## src/rtl/instr_fetch_seq.sv

```systemverilog
// Instruction fetch and sequencing stage.
// Reads the 256-bit instruction word from one memory slot over the shared
// data bus, then issues its bytes in order (most significant byte first)
// to the execution unit over a valid/ready handshake. The run stops on a
// STOP (8'h00) byte or after the last instruction byte is accepted.
module instr_fetch_seq #(
    parameter logic [2:0] INSTR_ADDR = 3'd2,
    parameter logic [4:0] LAST_PC    = 5'd31
) (
    input  logic         clk,
    input  logic         Reset,
    input  logic         start,
    input  logic [255:0] dataBus,
    output logic [2:0]   mem_address,
    output logic         mem_nEnable,
    output logic         mem_ReadWrite,
    output logic         mem_own,
    output logic         instr_valid,
    input  logic         instr_ready,
    output logic [2:0]   opcode,
    output logic [1:0]   dest,
    output logic [2:0]   maddr,
    output logic [4:0]   imm,
    output logic [4:0]   pc,
    output logic         busy,
    output logic         halted
);

    localparam int unsigned IR_W   = 256;
    localparam int unsigned BYTE_W = 8;
    localparam int unsigned PC_W   = 5;
    localparam int unsigned ADDR_W = 3;
    localparam int unsigned OP_W   = 3;
    localparam int unsigned DEST_W = 2;
    localparam int unsigned MA_W   = 3;
    localparam int unsigned IMM_W  = 5;

    localparam logic [BYTE_W-1:0] STOP_BYTE = BYTE_W'(8'h00);

    typedef enum logic [2:0] {
        S_IDLE      = 3'd0,
        S_FETCH_REQ = 3'd1,
        S_FETCH_CAP = 3'd2,
        S_ISSUE     = 3'd3,
        S_HALT      = 3'd4
    } state_t;

    // Selects instruction byte idx; byte 0 is the most significant byte.
    function automatic logic [BYTE_W-1:0] sel_byte(
        input logic [IR_W-1:0] ir,
        input logic [PC_W-1:0] idx
    );
        logic [IR_W-1:0] shifted;
        shifted = ir << {idx, 3'b000};
        return shifted[IR_W-1 -: BYTE_W];
    endfunction

    // Sequencer state and datapath registers
    state_t              r_state;
    logic [IR_W-1:0]     r_ir;
    logic [PC_W-1:0]     r_pc;

    // Registered outputs
    logic [ADDR_W-1:0]   r_mem_address;
    logic                r_mem_nEnable;
    logic                r_mem_own;
    logic                r_instr_valid;
    logic [OP_W-1:0]     r_opcode;
    logic [DEST_W-1:0]   r_dest;
    logic [MA_W-1:0]     r_maddr;
    logic [IMM_W-1:0]    r_imm;
    logic                r_busy;
    logic                r_halted;

    // Next-state values
    state_t              w_state_nxt;
    logic [IR_W-1:0]     w_ir_nxt;
    logic [PC_W-1:0]     w_pc_nxt;
    logic [BYTE_W-1:0]   w_cur_byte;
    logic [BYTE_W-1:0]   w_nxt_byte;
    logic                w_fetch_nxt;
    logic                w_valid_nxt;
    logic [ADDR_W-1:0]   w_mem_address_nxt;
    logic                w_mem_nEnable_nxt;
    logic                w_mem_own_nxt;
    logic [OP_W-1:0]     w_opcode_nxt;
    logic [DEST_W-1:0]   w_dest_nxt;
    logic [MA_W-1:0]     w_maddr_nxt;
    logic [IMM_W-1:0]    w_imm_nxt;
    logic                w_busy_nxt;
    logic                w_halted_nxt;

    assign w_cur_byte = sel_byte(r_ir, r_pc);

    // State register with asynchronous reset
    always_ff @(posedge clk or posedge Reset) begin
        if (Reset) begin
            r_state <= S_IDLE;
        end else begin
            r_state <= w_state_nxt;
        end
    end

    // Next-state, program counter and instruction register update
    always_comb begin
        w_state_nxt = r_state;
        w_pc_nxt    = r_pc;
        w_ir_nxt    = r_ir;
        unique case (r_state)
            S_IDLE: begin
                if (start) begin
                    w_state_nxt = S_FETCH_REQ;
                    w_pc_nxt    = '0;
                end
            end
            S_FETCH_REQ: begin
                w_state_nxt = S_FETCH_CAP;
            end
            S_FETCH_CAP: begin
                w_ir_nxt    = dataBus;
                w_state_nxt = S_ISSUE;
            end
            S_ISSUE: begin
                if (w_cur_byte == STOP_BYTE) begin
                    w_state_nxt = S_HALT;
                end else if (r_instr_valid && instr_ready) begin
                    if (r_pc == LAST_PC) begin
                        w_state_nxt = S_HALT;
                    end else begin
                        w_pc_nxt = r_pc + PC_W'(1);
                    end
                end
            end
            S_HALT: begin
                if (start) begin
                    w_state_nxt = S_FETCH_REQ;
                    w_pc_nxt    = '0;
                end
            end
            default: begin
                w_state_nxt = S_IDLE;
            end
        endcase
    end

    // Output values for the upcoming state, so every output is a flop
    always_comb begin
        w_fetch_nxt       = 1'b0;
        w_valid_nxt       = 1'b0;
        w_nxt_byte        = '0;
        w_mem_address_nxt = '0;
        w_mem_nEnable_nxt = 1'b1;
        w_mem_own_nxt     = 1'b0;
        w_opcode_nxt      = '0;
        w_dest_nxt        = '0;
        w_maddr_nxt       = '0;
        w_imm_nxt         = '0;
        w_busy_nxt        = 1'b0;
        w_halted_nxt      = 1'b0;

        w_fetch_nxt = (w_state_nxt == S_FETCH_REQ) || (w_state_nxt == S_FETCH_CAP);
        w_nxt_byte  = sel_byte(w_ir_nxt, w_pc_nxt);
        w_valid_nxt = (w_state_nxt == S_ISSUE) && (w_nxt_byte != STOP_BYTE);

        if (w_fetch_nxt) begin
            w_mem_own_nxt     = 1'b1;
            w_mem_nEnable_nxt = 1'b0;
            w_mem_address_nxt = INSTR_ADDR;
        end

        if (w_valid_nxt) begin
            w_opcode_nxt = w_nxt_byte[7:5];
            w_dest_nxt   = w_nxt_byte[4:3];
            w_maddr_nxt  = w_nxt_byte[2:0];
            w_imm_nxt    = w_nxt_byte[4:0];
        end

        w_busy_nxt   = w_fetch_nxt || (w_state_nxt == S_ISSUE);
        w_halted_nxt = (w_state_nxt == S_HALT);
    end

    // Datapath and output registers; reset releases the bus immediately
    always_ff @(posedge clk or posedge Reset) begin
        if (Reset) begin
            r_ir          <= '0;
            r_pc          <= '0;
            r_mem_address <= '0;
            r_mem_nEnable <= 1'b1;
            r_mem_own     <= 1'b0;
            r_instr_valid <= 1'b0;
            r_opcode      <= '0;
            r_dest        <= '0;
            r_maddr       <= '0;
            r_imm         <= '0;
            r_busy        <= 1'b0;
            r_halted      <= 1'b0;
        end else begin
            r_ir          <= w_ir_nxt;
            r_pc          <= w_pc_nxt;
            r_mem_address <= w_mem_address_nxt;
            r_mem_nEnable <= w_mem_nEnable_nxt;
            r_mem_own     <= w_mem_own_nxt;
            r_instr_valid <= w_valid_nxt;
            r_opcode      <= w_opcode_nxt;
            r_dest        <= w_dest_nxt;
            r_maddr       <= w_maddr_nxt;
            r_imm         <= w_imm_nxt;
            r_busy        <= w_busy_nxt;
            r_halted      <= w_halted_nxt;
        end
    end

    // This stage only ever reads memory
    assign mem_ReadWrite = 1'b1;

    assign mem_address = r_mem_address;
    assign mem_nEnable = r_mem_nEnable;
    assign mem_own     = r_mem_own;
    assign instr_valid = r_instr_valid;
    assign opcode      = r_opcode;
    assign dest        = r_dest;
    assign maddr       = r_maddr;
    assign imm         = r_imm;
    assign pc          = r_pc;
    assign busy        = r_busy;
    assign halted      = r_halted;

endmodule
```

## config.mk

```make
export PLATFORM = sky130hd
export DESIGN_NAME = instr_fetch_seq
export DESIGN_NICKNAME = d
export VERILOG_FILES = /design/src/rtl/instr_fetch_seq.sv
export SDC_FILE = /design/constraint.sdc
export NUM_CORES = 1
export LEC_CHECK = 0
export ABC_CLOCK_PERIOD_IN_PS = 13300
export BUFFER_PORTS_ARGS = -buffer_cell sky130_fd_sc_hd__buf_2
export CAP_MARGIN = 25
export CORE_ASPECT_RATIO = 0.9
export CORE_UTILIZATION = 55
export DETAILED_ROUTE_END_ITERATION = 12
export HOLD_SLACK_MARGIN = 0.12
export MAX_ROUTING_LAYER = met4
export PLACE_DENSITY = 0.8
export SLEW_MARGIN = 25
export SYNTH_ARGS = -nofsm -noshare
export SYNTH_HDL_FRONTEND = slang
export SYNTH_SLANG_ARGS = --single-unit
```

## constraint.sdc

```tcl
create_clock -name clk -period 13.3 [get_ports clk]
set_clock_uncertainty 0.2 [all_clocks]
set_input_delay 2.66 -clock clk [delete_from_list [all_inputs] [get_ports clk]]
set_output_delay 2.66 -clock clk [all_outputs]
set_load 0.02 [all_outputs]
```

==> reports/results.ini <==
[drt]
totalWireLength_mm = 41.24
drc = 0
ant_nets = 0
vias = 10680
drtPass1Iterations = 5
drt_iter0_drc = 1130
vias_per_cell = 6.149
wire_per_inst_um = 23.76

[yosys]
ys_types = 74
ys.flop_type = dfrtp_1
synth_top_family_by_area = multiplexers
synthXorXnorAreaFrac = 0
synthMuxAreaShare = 0.3097
synth.most_common_cell = dfrtp_1
netlist_instances = 1122
postSynth.asyncResetShare = 1.000
yosys-top-cells-count = dfrtp_1 (276), mux2_2 (263), mux2i_1 (111)
synth_largest_area_cell = dfrtp_1
yosys.area_share.simple = 0.09685
netlist.area_leader.share = 0.4964
synth-edff-count = 0
netlist_area_mm2 = 0.01391
synth.area.top_cells = dfrtp_1 (50%), mux2_2 (21%), mux2i_1 (8.0%)
yosysSeqAreaShare = 0.4983
synth_fa_ha_area_frac = 0.0008993
ys_seq_elements = 277
yosysWarnings = 0
syn_area_per_cell_um2 = 12.40
synth_compound_area_frac = 0.06259

[sta]
slew-limit-headroom = 0.3498
fin_crit_sh = 0.4615
rsz0062_at_grt = false
setup_viol = 0
worst_pin_slew_ns = 0.9753
period_needed_ns = 6.138
hold_viol_final = 0
max_freq_mhz = 162.9
slew_violations = 0
tns_ns = 0

[cts]
cts_tree = done
cts_max_path_buffers = 3
post_cts_buffers = 0
clkSinkCount = 277
htree_levels = 1
clk_latency_ns = 0.55
postCtsHoldBufs = 0
cts.repair.resized = 0
tritoncts.num_buffers = 29
ctsRootBufferMaster = clkbuf_16
clk_pin_slew_ns = 0.06

[floorplanning]
die_h_um = 152.9
design.core.area_mm2 = 0.02453
die_w_um = 169.7
die-area_mm2 = 0.02594
initial_core_util = 0.5673
ios = 287
rows = 54

[setup_path]
startpoint = instr_ready
r2r_start = pc[0]$_DFF_PP0_
reg2regPathDepth = 15
worstPathMaxFanout = 61
rrSetupSlack_ns = 7.48
path_class = primary input to register
critPathLaunchType = primary input
critPathCapture = instr_valid$_DFF_PP0_
cp.arrival_ns = 6.35
timing.rr.end = instr_valid$_DFF_PP0_
cp_data_required_time_ns = 13.51
cp-end-kind = register

[power_and_ir_drop]
p_leak_uw = 0.007393
swShare = 0.4153
clockPowerShare = 0.170
p_seq_frac = 0.312
power_density_mw_per_mm2 = 300.1
combPwrFrac = 0.518
power.internal_uw = 2893
ir_drop_mv = 0.1636
switchingPower_uw = 2055

[grt]
grt_pass1_wl_mm = 62.94
grt_usage = 0.3298
grt_max_degree = 122
grt-ovfl-total = 0
grt_pass1_vias = 10940
grt_antenna_before_repair = 1

[final_layout]
fin_util = 0.6722
drive_gt1_frac = 0.4560
area_growth_pct = 18.50
nNetsFinal = 1638
fillCellCount = 1838

[status]
status = complete, no violations

[placement]
place_hpwl_mm = 30.40
port_buffers = 283
routabilityCongestion = 0.9730

[job]
maxCapViolCount = 0

[hold_path]
min-delay-path-class = register to register

## power by group through the flow
stage	logic, uW	registers (uW)	clock network (uW)
6_report	2560	1550	839
3_3_place_gp	2460	1520	0
4_1_cts	2520	1530	848
3_5_place_dp	2500	1550	0
5_1_grt	2720	1590	878
2_1_floorplan	1890	1470	0
## layout by cell type (no fill, tap or decap), types with 3 or more instances in the layout
master / synthesis / layout
buf_2: 13 / 283
bufinv_16: 0 / 3
conb_1: 2 / 3
and2_1: 6 / 6
nor2_1: 67 / 67
nor2b_1: 3 / 3
dfrtp_1: 276 / 276
mux2i_1: 111 / 111
o211ai_1: 16 / 16
or3_1: 7 / 7
buf_4: 16 / 11
o32a_1: 6 / 6
o22a_1: 3 / 3
a21oi_1: 14 / 14
mux4_2: 7 / 7
clkbuf_16: 0 / 29
or4_1: 5 / 5
clkinv_2: 1 / 10
nand2b_1: 11 / 11
nor4_2: 3 / 3
a2111oi_0: 3 / 3
a41oi_1: 3 / 3
o32ai_1: 9 / 9
clkbuf_8: 0 / 8
o22ai_1: 12 / 11
mux2_1: 7 / 7
a211oi_1: 4 / 4
nand3_1: 8 / 8
nand2_1: 43 / 43
a22oi_1: 3 / 3
mux2_2: 263 / 263
inv_1: 7 / 6
nor4_1: 49 / 49
o21ai_0: 15 / 15
nor3_1: 34 / 34
and3_1: 5 / 5
nand3b_1: 3 / 3
## registers in the layout, summed over array words and instances (netlist names)
name,flops
mem_address,1
opcode,3
halted,1
r_state,3
imm,4
dest,1
busy,1
r_ir,256
mem_nEnable,1
instr_valid,1
pc,5
## area by class of cell
class	count	area, um2	share of cell area
clock buffers	39	843.3	0.05115
flip-flops and latches	277	6933	0.4205
multi-input cells	762	6563	0.3980
well taps	336	420.4	0.02550
clock inverters	14	151.4	0.009183
repair buffers	296	1521	0.09228
diodes	1	2.502	0.0001518
inverters	11	52.55	0.003187
## through the flow
stage | area (um2) | setup WS [ns] | total power, uW | hold slack [ns] | cells
finish | 16490 | 7.162 | 4947 | 0.3262 | 1736
global route | 16490 | 6.895 | 5186 | 0.3364 | 1736
CTS | 16480 | 7.231 | 4903 | 0.3273 | 1735
detailed placement | 15480 | 6.676 | 4047 | 0.3066 | 1682
global placement | 15480 | 6.891 | 3988 | 0.3040 | 1682
floorplan | 13920 | 2.805 | 3363 | 0.2854 | 1123
## how the worst min path moves through the flow
stage,from,end,slack (ns),cells after the start
3_3_place_gp,r_ir[46]$_DFF_PP0_,r_ir[46]$_DFF_PP0_,0.30,1
2_1_floorplan,r_ir[219]$_DFF_PP0_,r_ir[219]$_DFF_PP0_,0.29,1
3_5_place_dp,r_ir[17]$_DFF_PP0_,r_ir[17]$_DFF_PP0_,0.31,1
5_1_grt,r_ir[138]$_DFF_PP0_,r_ir[138]$_DFF_PP0_,0.34,1
6_report,r_ir[33]$_DFF_PP0_,r_ir[33]$_DFF_PP0_,0.33,1
4_1_cts,r_ir[227]$_DFF_PP0_,r_ir[227]$_DFF_PP0_,0.33,1
## kinds of logic after synthesis
logic type	count (synthesis)
flops	277
mux	388
simple gates	256
other cells	2
fa+ha+maj	1
buf+inv	84
compound gates	114
## routing by layer
| metal | up-vias | part of all wire | global-route usage |
|---|---|---|---|
| met1 | 5319 | 0.42 | 0.4444 |
| met4 | 0 | 0.034 | 0.1017 |
| met2 | 576 | 0.46 | 0.5059 |
| li1 | 4682 | - | - |
| met3 | 98 | 0.088 | 0.06344 |
| met5 | - | 0 | - |
## worst max-delay path, cell delays in order
cell,delay [ns]
buf_2,0.10
and3_1,0.17
nand2b_1,0.10
nor4_2,0.28
and3_4,0.31
nor2_8,0.09
inv_4,0.38
buf_4,0.76
mux2i_1,0.31
o22a_1,0.17
nand2b_1,0.05
a2111oi_0,0.56
a41o_1,0.19
a41oi_1,0.12
Power figures use the tool's default switching activity.
